===== src/rtl/fft8_pkg.sv =====
// -----------------------------------------------------------------------------
// fft8_pkg
//
// Purpose:
//   Shared definitions for the 8-point radix-2 butterfly datapath. Holds the
//   default sample width and the sample type. The datapath uses plain modulo
//   2^WIDTH arithmetic, so this type carries no growth or guard bits.
//
// Contents:
//   FFT8_WIDTH    default bit width of every input/output sample
//   FFT8_NUM_PTS  number of samples per vector
//   sample_t      one sample at the default width
// -----------------------------------------------------------------------------
package fft8_pkg;

  localparam int FFT8_WIDTH   = 8;
  localparam int FFT8_NUM_PTS = 8;

  typedef logic [FFT8_WIDTH-1:0] sample_t;

endpackage : fft8_pkg


===== src/rtl/fft8_bfly2.sv =====
// -----------------------------------------------------------------------------
// fft8_bfly2
//
// Purpose:
//   Combinational radix-2 butterfly pair. It produces the sum and the
//   difference of two samples. Both results are truncated to WIDTH bits, so
//   the arithmetic wraps around modulo 2^WIDTH in both unsigned and
//   two's-complement terms.
//
// Ports:
//   i_p     in   WIDTH  first operand
//   i_q     in   WIDTH  second operand
//   o_sum   out  WIDTH  i_p + i_q (mod 2^WIDTH)
//   o_diff  out  WIDTH  i_p - i_q (mod 2^WIDTH)
// -----------------------------------------------------------------------------
module fft8_bfly2
  import fft8_pkg::*;
#(
  parameter int WIDTH = FFT8_WIDTH
) (
  input  logic [WIDTH-1:0] i_p,
  input  logic [WIDTH-1:0] i_q,
  output logic [WIDTH-1:0] o_sum,
  output logic [WIDTH-1:0] o_diff
);

  // Both operands and both results have the same width. The carry/borrow out
  // of the top bit is dropped, which gives the wrap-around behaviour the
  // datapath relies on.
  assign o_sum  = i_p + i_q;
  assign o_diff = i_p - i_q;

endmodule : fft8_bfly2


===== src/rtl/fft8_butterfly.sv =====
// -----------------------------------------------------------------------------
// fft8_butterfly
//
// Purpose:
//   Two-level radix-2 butterfly network with 8 inputs. This is the
//   add/subtract core of an 8-point transform. The even inputs (X0,X2,X4,X6)
//   feed Y0,Y2,Y4,Y6. The odd inputs (X1,X3,X5,X7) feed Y1,Y3,Y5,Y7.
//
//   Level 1 is combinational:
//     a=X0+X4  b=X0-X4  c=X2+X6  d=X2-X6
//     e=X1+X5  f=X1-X5  g=X3+X7  h=X3-X7
//   Level 2 is combinational and feeds one register stage:
//     Y0=a+c  Y4=a-c  Y2=b+d  Y6=b-d
//     Y1=e+g  Y5=e-g  Y3=f-h  Y7=f+h
//   All values wrap modulo 2^WIDTH. The latency is exactly one clock. A new
//   vector can be accepted every cycle. There is no handshake.
//
// Ports:
//   phi1    in   1      clock; all state updates on the rising edge
//   reset   in   1      synchronous, active-high; clears Y0..Y7
//   X0..X7  in   WIDTH  input samples, sampled on every rising edge
//   Y0..Y7  out  WIDTH  registered butterfly results
// -----------------------------------------------------------------------------
module fft8_butterfly
  import fft8_pkg::*;
#(
  parameter int WIDTH = FFT8_WIDTH
) (
  input  logic             phi1,
  input  logic             reset,
  input  logic [WIDTH-1:0] X0,
  input  logic [WIDTH-1:0] X1,
  input  logic [WIDTH-1:0] X2,
  input  logic [WIDTH-1:0] X3,
  input  logic [WIDTH-1:0] X4,
  input  logic [WIDTH-1:0] X5,
  input  logic [WIDTH-1:0] X6,
  input  logic [WIDTH-1:0] X7,
  output logic [WIDTH-1:0] Y0,
  output logic [WIDTH-1:0] Y1,
  output logic [WIDTH-1:0] Y2,
  output logic [WIDTH-1:0] Y3,
  output logic [WIDTH-1:0] Y4,
  output logic [WIDTH-1:0] Y5,
  output logic [WIDTH-1:0] Y6,
  output logic [WIDTH-1:0] Y7
);

  // Level-1 intermediates
  logic [WIDTH-1:0] w_a, w_b, w_c, w_d;
  logic [WIDTH-1:0] w_e, w_f, w_g, w_h;

  // Level-2 results, before the output register
  logic [WIDTH-1:0] w_y0, w_y1, w_y2, w_y3;
  logic [WIDTH-1:0] w_y4, w_y5, w_y6, w_y7;

  // Output register bank
  logic [WIDTH-1:0] r_y0, r_y1, r_y2, r_y3;
  logic [WIDTH-1:0] r_y4, r_y5, r_y6, r_y7;

  // ---------------------------------------------------------------------------
  // Level 1: each butterfly pairs input n with input n+4.
  // ---------------------------------------------------------------------------
  fft8_bfly2 #(.WIDTH(WIDTH)) u_l1_x0x4 (
    .i_p   (X0),
    .i_q   (X4),
    .o_sum (w_a),
    .o_diff(w_b)
  );

  fft8_bfly2 #(.WIDTH(WIDTH)) u_l1_x2x6 (
    .i_p   (X2),
    .i_q   (X6),
    .o_sum (w_c),
    .o_diff(w_d)
  );

  fft8_bfly2 #(.WIDTH(WIDTH)) u_l1_x1x5 (
    .i_p   (X1),
    .i_q   (X5),
    .o_sum (w_e),
    .o_diff(w_f)
  );

  fft8_bfly2 #(.WIDTH(WIDTH)) u_l1_x3x7 (
    .i_p   (X3),
    .i_q   (X7),
    .o_sum (w_g),
    .o_diff(w_h)
  );

  // ---------------------------------------------------------------------------
  // Level 2: the even half combines (a,c) and (b,d).
  // ---------------------------------------------------------------------------
  fft8_bfly2 #(.WIDTH(WIDTH)) u_l2_ac (
    .i_p   (w_a),
    .i_q   (w_c),
    .o_sum (w_y0),
    .o_diff(w_y4)
  );

  fft8_bfly2 #(.WIDTH(WIDTH)) u_l2_bd (
    .i_p   (w_b),
    .i_q   (w_d),
    .o_sum (w_y2),
    .o_diff(w_y6)
  );

  // ---------------------------------------------------------------------------
  // Level 2: the odd half combines (e,g) and (f,h).
  // For the (f,h) pair the roles are swapped relative to the even side:
  // the difference goes to Y3 and the sum goes to Y7.
  // ---------------------------------------------------------------------------
  fft8_bfly2 #(.WIDTH(WIDTH)) u_l2_eg (
    .i_p   (w_e),
    .i_q   (w_g),
    .o_sum (w_y1),
    .o_diff(w_y5)
  );

  fft8_bfly2 #(.WIDTH(WIDTH)) u_l2_fh (
    .i_p   (w_f),
    .i_q   (w_h),
    .o_sum (w_y7),
    .o_diff(w_y3)
  );

  // ---------------------------------------------------------------------------
  // Output register: every edge captures a new result. Reset takes priority
  // over incoming data. This register is the only path from X to Y.
  // ---------------------------------------------------------------------------
  always_ff @(posedge phi1) begin
    if (reset) begin
      r_y0 <= '0;
      r_y1 <= '0;
      r_y2 <= '0;
      r_y3 <= '0;
      r_y4 <= '0;
      r_y5 <= '0;
      r_y6 <= '0;
      r_y7 <= '0;
    end else begin
      r_y0 <= w_y0;
      r_y1 <= w_y1;
      r_y2 <= w_y2;
      r_y3 <= w_y3;
      r_y4 <= w_y4;
      r_y5 <= w_y5;
      r_y6 <= w_y6;
      r_y7 <= w_y7;
    end
  end

  assign Y0 = r_y0;
  assign Y1 = r_y1;
  assign Y2 = r_y2;
  assign Y3 = r_y3;
  assign Y4 = r_y4;
  assign Y5 = r_y5;
  assign Y6 = r_y6;
  assign Y7 = r_y7;

endmodule : fft8_butterfly


===== config.mk =====
export PLATFORM = sky130hd
export DESIGN_NAME = fft8_butterfly
export DESIGN_NICKNAME = d
export VERILOG_FILES = /design/src/rtl/fft8_pkg.sv /design/src/rtl/fft8_bfly2.sv /design/src/rtl/fft8_butterfly.sv
export SDC_FILE = /design/constraint.sdc
export NUM_CORES = 1
export LEC_CHECK = 0
export CAP_MARGIN = 30
export CORE_MARGIN = 1
export CORE_UTILIZATION = 40
export DETAILED_ROUTE_END_ITERATION = 10
export HOLD_SLACK_MARGIN = 0.05
export PLACE_DENSITY = 0.66
export REMOVE_ABC_BUFFERS = 1
export SKIP_CTS_REPAIR_TIMING = 1
export SLEW_MARGIN = 20
export SYNTH_ARGS = -nofsm -noshare
export SYNTH_HDL_FRONTEND = slang
export SYNTH_HIERARCHICAL = 1
export SYNTH_SLANG_ARGS = --single-unit

===== constraint.sdc =====
create_clock -name phi1 -period 3.23 [get_ports phi1]
set_input_delay 0.8075 -clock phi1 [delete_from_list [all_inputs] [get_ports phi1]]
set_output_delay 0.8075 -clock phi1 [all_outputs]
set_load 0.005 [all_outputs]

==> flow_summary.yaml <==
route:
  first_pass_iters: 4
  detail_route.wl_per_cell_um: 13.6
  route.detailed.drc: 0
  first_iter_violations: 162
  routed_wl_mm: 18.2
  ant_nets: 0
  vias: 6287
  vias_per_cell: 4.68
global_route:
  grt_max_degree: 65
  met2_usage: 0.320
  grt-ovfl-total: 0
  grt_pass1_wl_mm: 27.8
  use_met1: 0.249
  grt_usage: 0.192
  busiest_layer: "met2"
  grt_pass1_vias: 6132
  use_met3: 0.0274
  antenna_found_initial: 2
finish:
  drive_gt1_frac: 0.373
  num-nets-final: 1304
  utilization: 0.641
  synthToLayoutAreaGrowth_pct: 56.8
  fillers: 1408
  final-instance-count-excl-fill: 1342
timing:
  hold_slack_ps: 907
  final_hold_viol_count: 0
  slew_violations: 0
  post-route-min-period_ps: 3180
  fmax_mhz: 314
  slew_headroom: 0.664
  fin_crit_sh: 0.986
  tightestPinTransition_ps: 504
  finalSetupViolations: 0
power_and_ir_drop:
  power_density_nw_per_um2: 570
  irDropWorstVdd_mv: 0.386
  p_leak_nw: 5.19
synth:
  ys_async_sr_fraction: 0
  yosys.cell_types.count: 37
  syn_area_per_cell_um2: 8.64
  syn-cell-area_um2: 7050
  synthesis.instances: 816
  ys_ff_latch: 64
  yosysSeqAreaShare: 0.182
  synth_edf_count: 0
  synth_warnings: 6
  ys.flop_type: "dfxtp_1"
clocking:
  cts_tree: "built"
  htreeDepth: 3
  cts-buffers-inserted: 9
  cts-root-buf: "clkbuf_16"
  cts.sinks: 64
  path_clk_slew_ps: 50
  max-clock-path-buffers: 2
worst_hold_path:
  hold_start: "reset"
  hp-class: "in -> reg"
  hold_path_depth: 2
  hold_path_end: "Y3[7]$_SDFF_PP0_"
worst_setup_path:
  max_stage_delay_ps: 490
  cp_slowest_cell: "clkdlybuf4s50_1"
  crit_start: "X5[4]"
  worstPathRequired_ps: 3440
  timing.critical_path.buf_inv: 2
  crit_family: "compound AO/OA/AOI/OAI gates"
  cp_max_fo: 7
  critPathLaunchType: "input port"
  crit_path_end_kind: "register"
  crit_chain: "clkdlybuf4s50_1 -> inv_1 -> ha_2 -> nand2_1 -> o211ai_1 -> a21oi_2 -> xnor2_2 -> ha_4 -> a21oi_1 -> o21ai_0 -> a41oi_1 -> xnor2_1 -> nor2b_2"
  critPathKind: "in -> reg"
  crit_arrival_ps: 3390
placed_design:
  portBuffers: 129
  placed_cells: 1319
  post-dp-hpwl_mm: 13.8
  gp_congestion: 0.846
job:
  max-cap-violations: 0
die:
  dieArea_um2: 18200
  ios: 130
  coreArea_um2: 17200
  die-width_um: 135
  start_util: 0.409
  dieHeight_um: 135
  rows: 48
outcome:
  outcome: "finished, final reports clean"
==> worst max path at each step <==
stage,endpoint,slack (ps),cells past startpoint
after detailed placement,Y5[7]$_SDFF_PP0_,-760,15
after CTS,Y5[7]$_SDFF_PP0_,-390,15
final,Y3[7]$_SDFF_PP0_,50,13
after global routing,Y3[7]$_SDFF_PP0_,-70,14
after floorplan,Y6[5]$_SDFF_PP0_,-140,11
after global placement,Y4[7]$_SDFF_PP0_,-700,15
==> cell type report <==
type,instances,area [um^2],area share
timing repair buffer,330,2900,0.262
clock inverter,2,10.0,0.000905
antenna,2,5.00,0.000453
tap,225,282,0.0255
inverter,120,450,0.0407
clock buffer,14,294,0.0266
multi-input combinational,585,5840,0.528
sequential,64,1280,0.116
==> where the power goes <==
group / internal [W] / switching [W]
sequential: 0.00108 / 0.0000722
clock: 0.000621 / 0.000358
combinational: 0.00247 / 0.00169
==> synth_stat cells (2+ instances only) <==
library cell	count	area, um^2
o21bai_1	24	180
nand2b_1	2	12.5
a211oi_1	9	67.6
buf_8	2	30.0
nor3b_1	7	52.6
dfxtp_1	64	1280
buf_6	13	146
o31ai_1	8	60.1
ha_1	112	1400
o31a_4	7	123
xnor2_1	56	490
inv_1	120	450
fa_1	16	320
o2111ai_1	8	70.1
o21a_1	14	105
buf_4	8	60.1
o311ai_0	8	70.1
o21ai_0	24	120
and2b_1	7	52.6
nor2b_1	27	169
nor2b_2	60	526
nor2_1	33	124
a41oi_1	8	70.1
nand3_1	8	40.0
a21oi_1	48	240
or4b_1	8	80.1
nand2_1	24	90.1
clkbuf_1	16	60.1
buf_2	8	40.0
nor3_1	15	75.1
o211ai_1	8	60.1
xor2_1	32	280
nand3b_1	8	60.1
==> per-stage QoR <==
stage | instance area, um^2 | total power (W) | worst slack (ps) | TNS (ps)
4_1_cts | 10100 | 0.00594 | -394 | -7620
5_1_grt | 11100 | 0.00678 | -73.3 | -150
2_1_floorplan | 6720 | 0.00319 | -136 | -471
6_report | 11100 | 0.00630 | 46.8 | 0
3_5_place_dp | 9760 | 0.00490 | -760 | -22230
3_3_place_gp | 9760 | 0.00488 | -699 | -20620
==> kinds of logic after synthesis <==
group / Yosys count / synth area share
XOR/XNOR: 88 / 0.109
adder cells (fa/ha/maj): 128 / 0.244
AND/OR/NAND/NOR: 201 / 0.185
buffers and inverters: 167 / 0.112
AO/OA/AOI/OAI: 168 / 0.168
flip-flops: 64 / 0.182
==> state kept, by name, summed over array words and instances, names as in the netlist <==
name,count
Y0,8
Y1,8
Y2,8
Y3,8
Y4,8
Y5,8
Y6,8
Y7,8
==> placed cells by master (no fill, tap or decap), types with 24 or more instances in the layout <==
cell,instances
nor2b_2,64
dlymetal6s2s_1,30
nand2_1,24
ha_1,82
nor2_1,27
clkdlybuf4s50_1,98
xnor2_1,45
buf_4,198
a21oi_1,36
dfxtp_1,64
inv_1,113
==> per-layer routing <==
layer | part of all wire | vias up
met5 | 0 | -
li1 | - | 3254
met2 | 0.49 | 88
met4 | 0.019 | 0
met1 | 0.46 | 2922
met3 | 0.028 | 23
(Power assumes the default switching activity.)
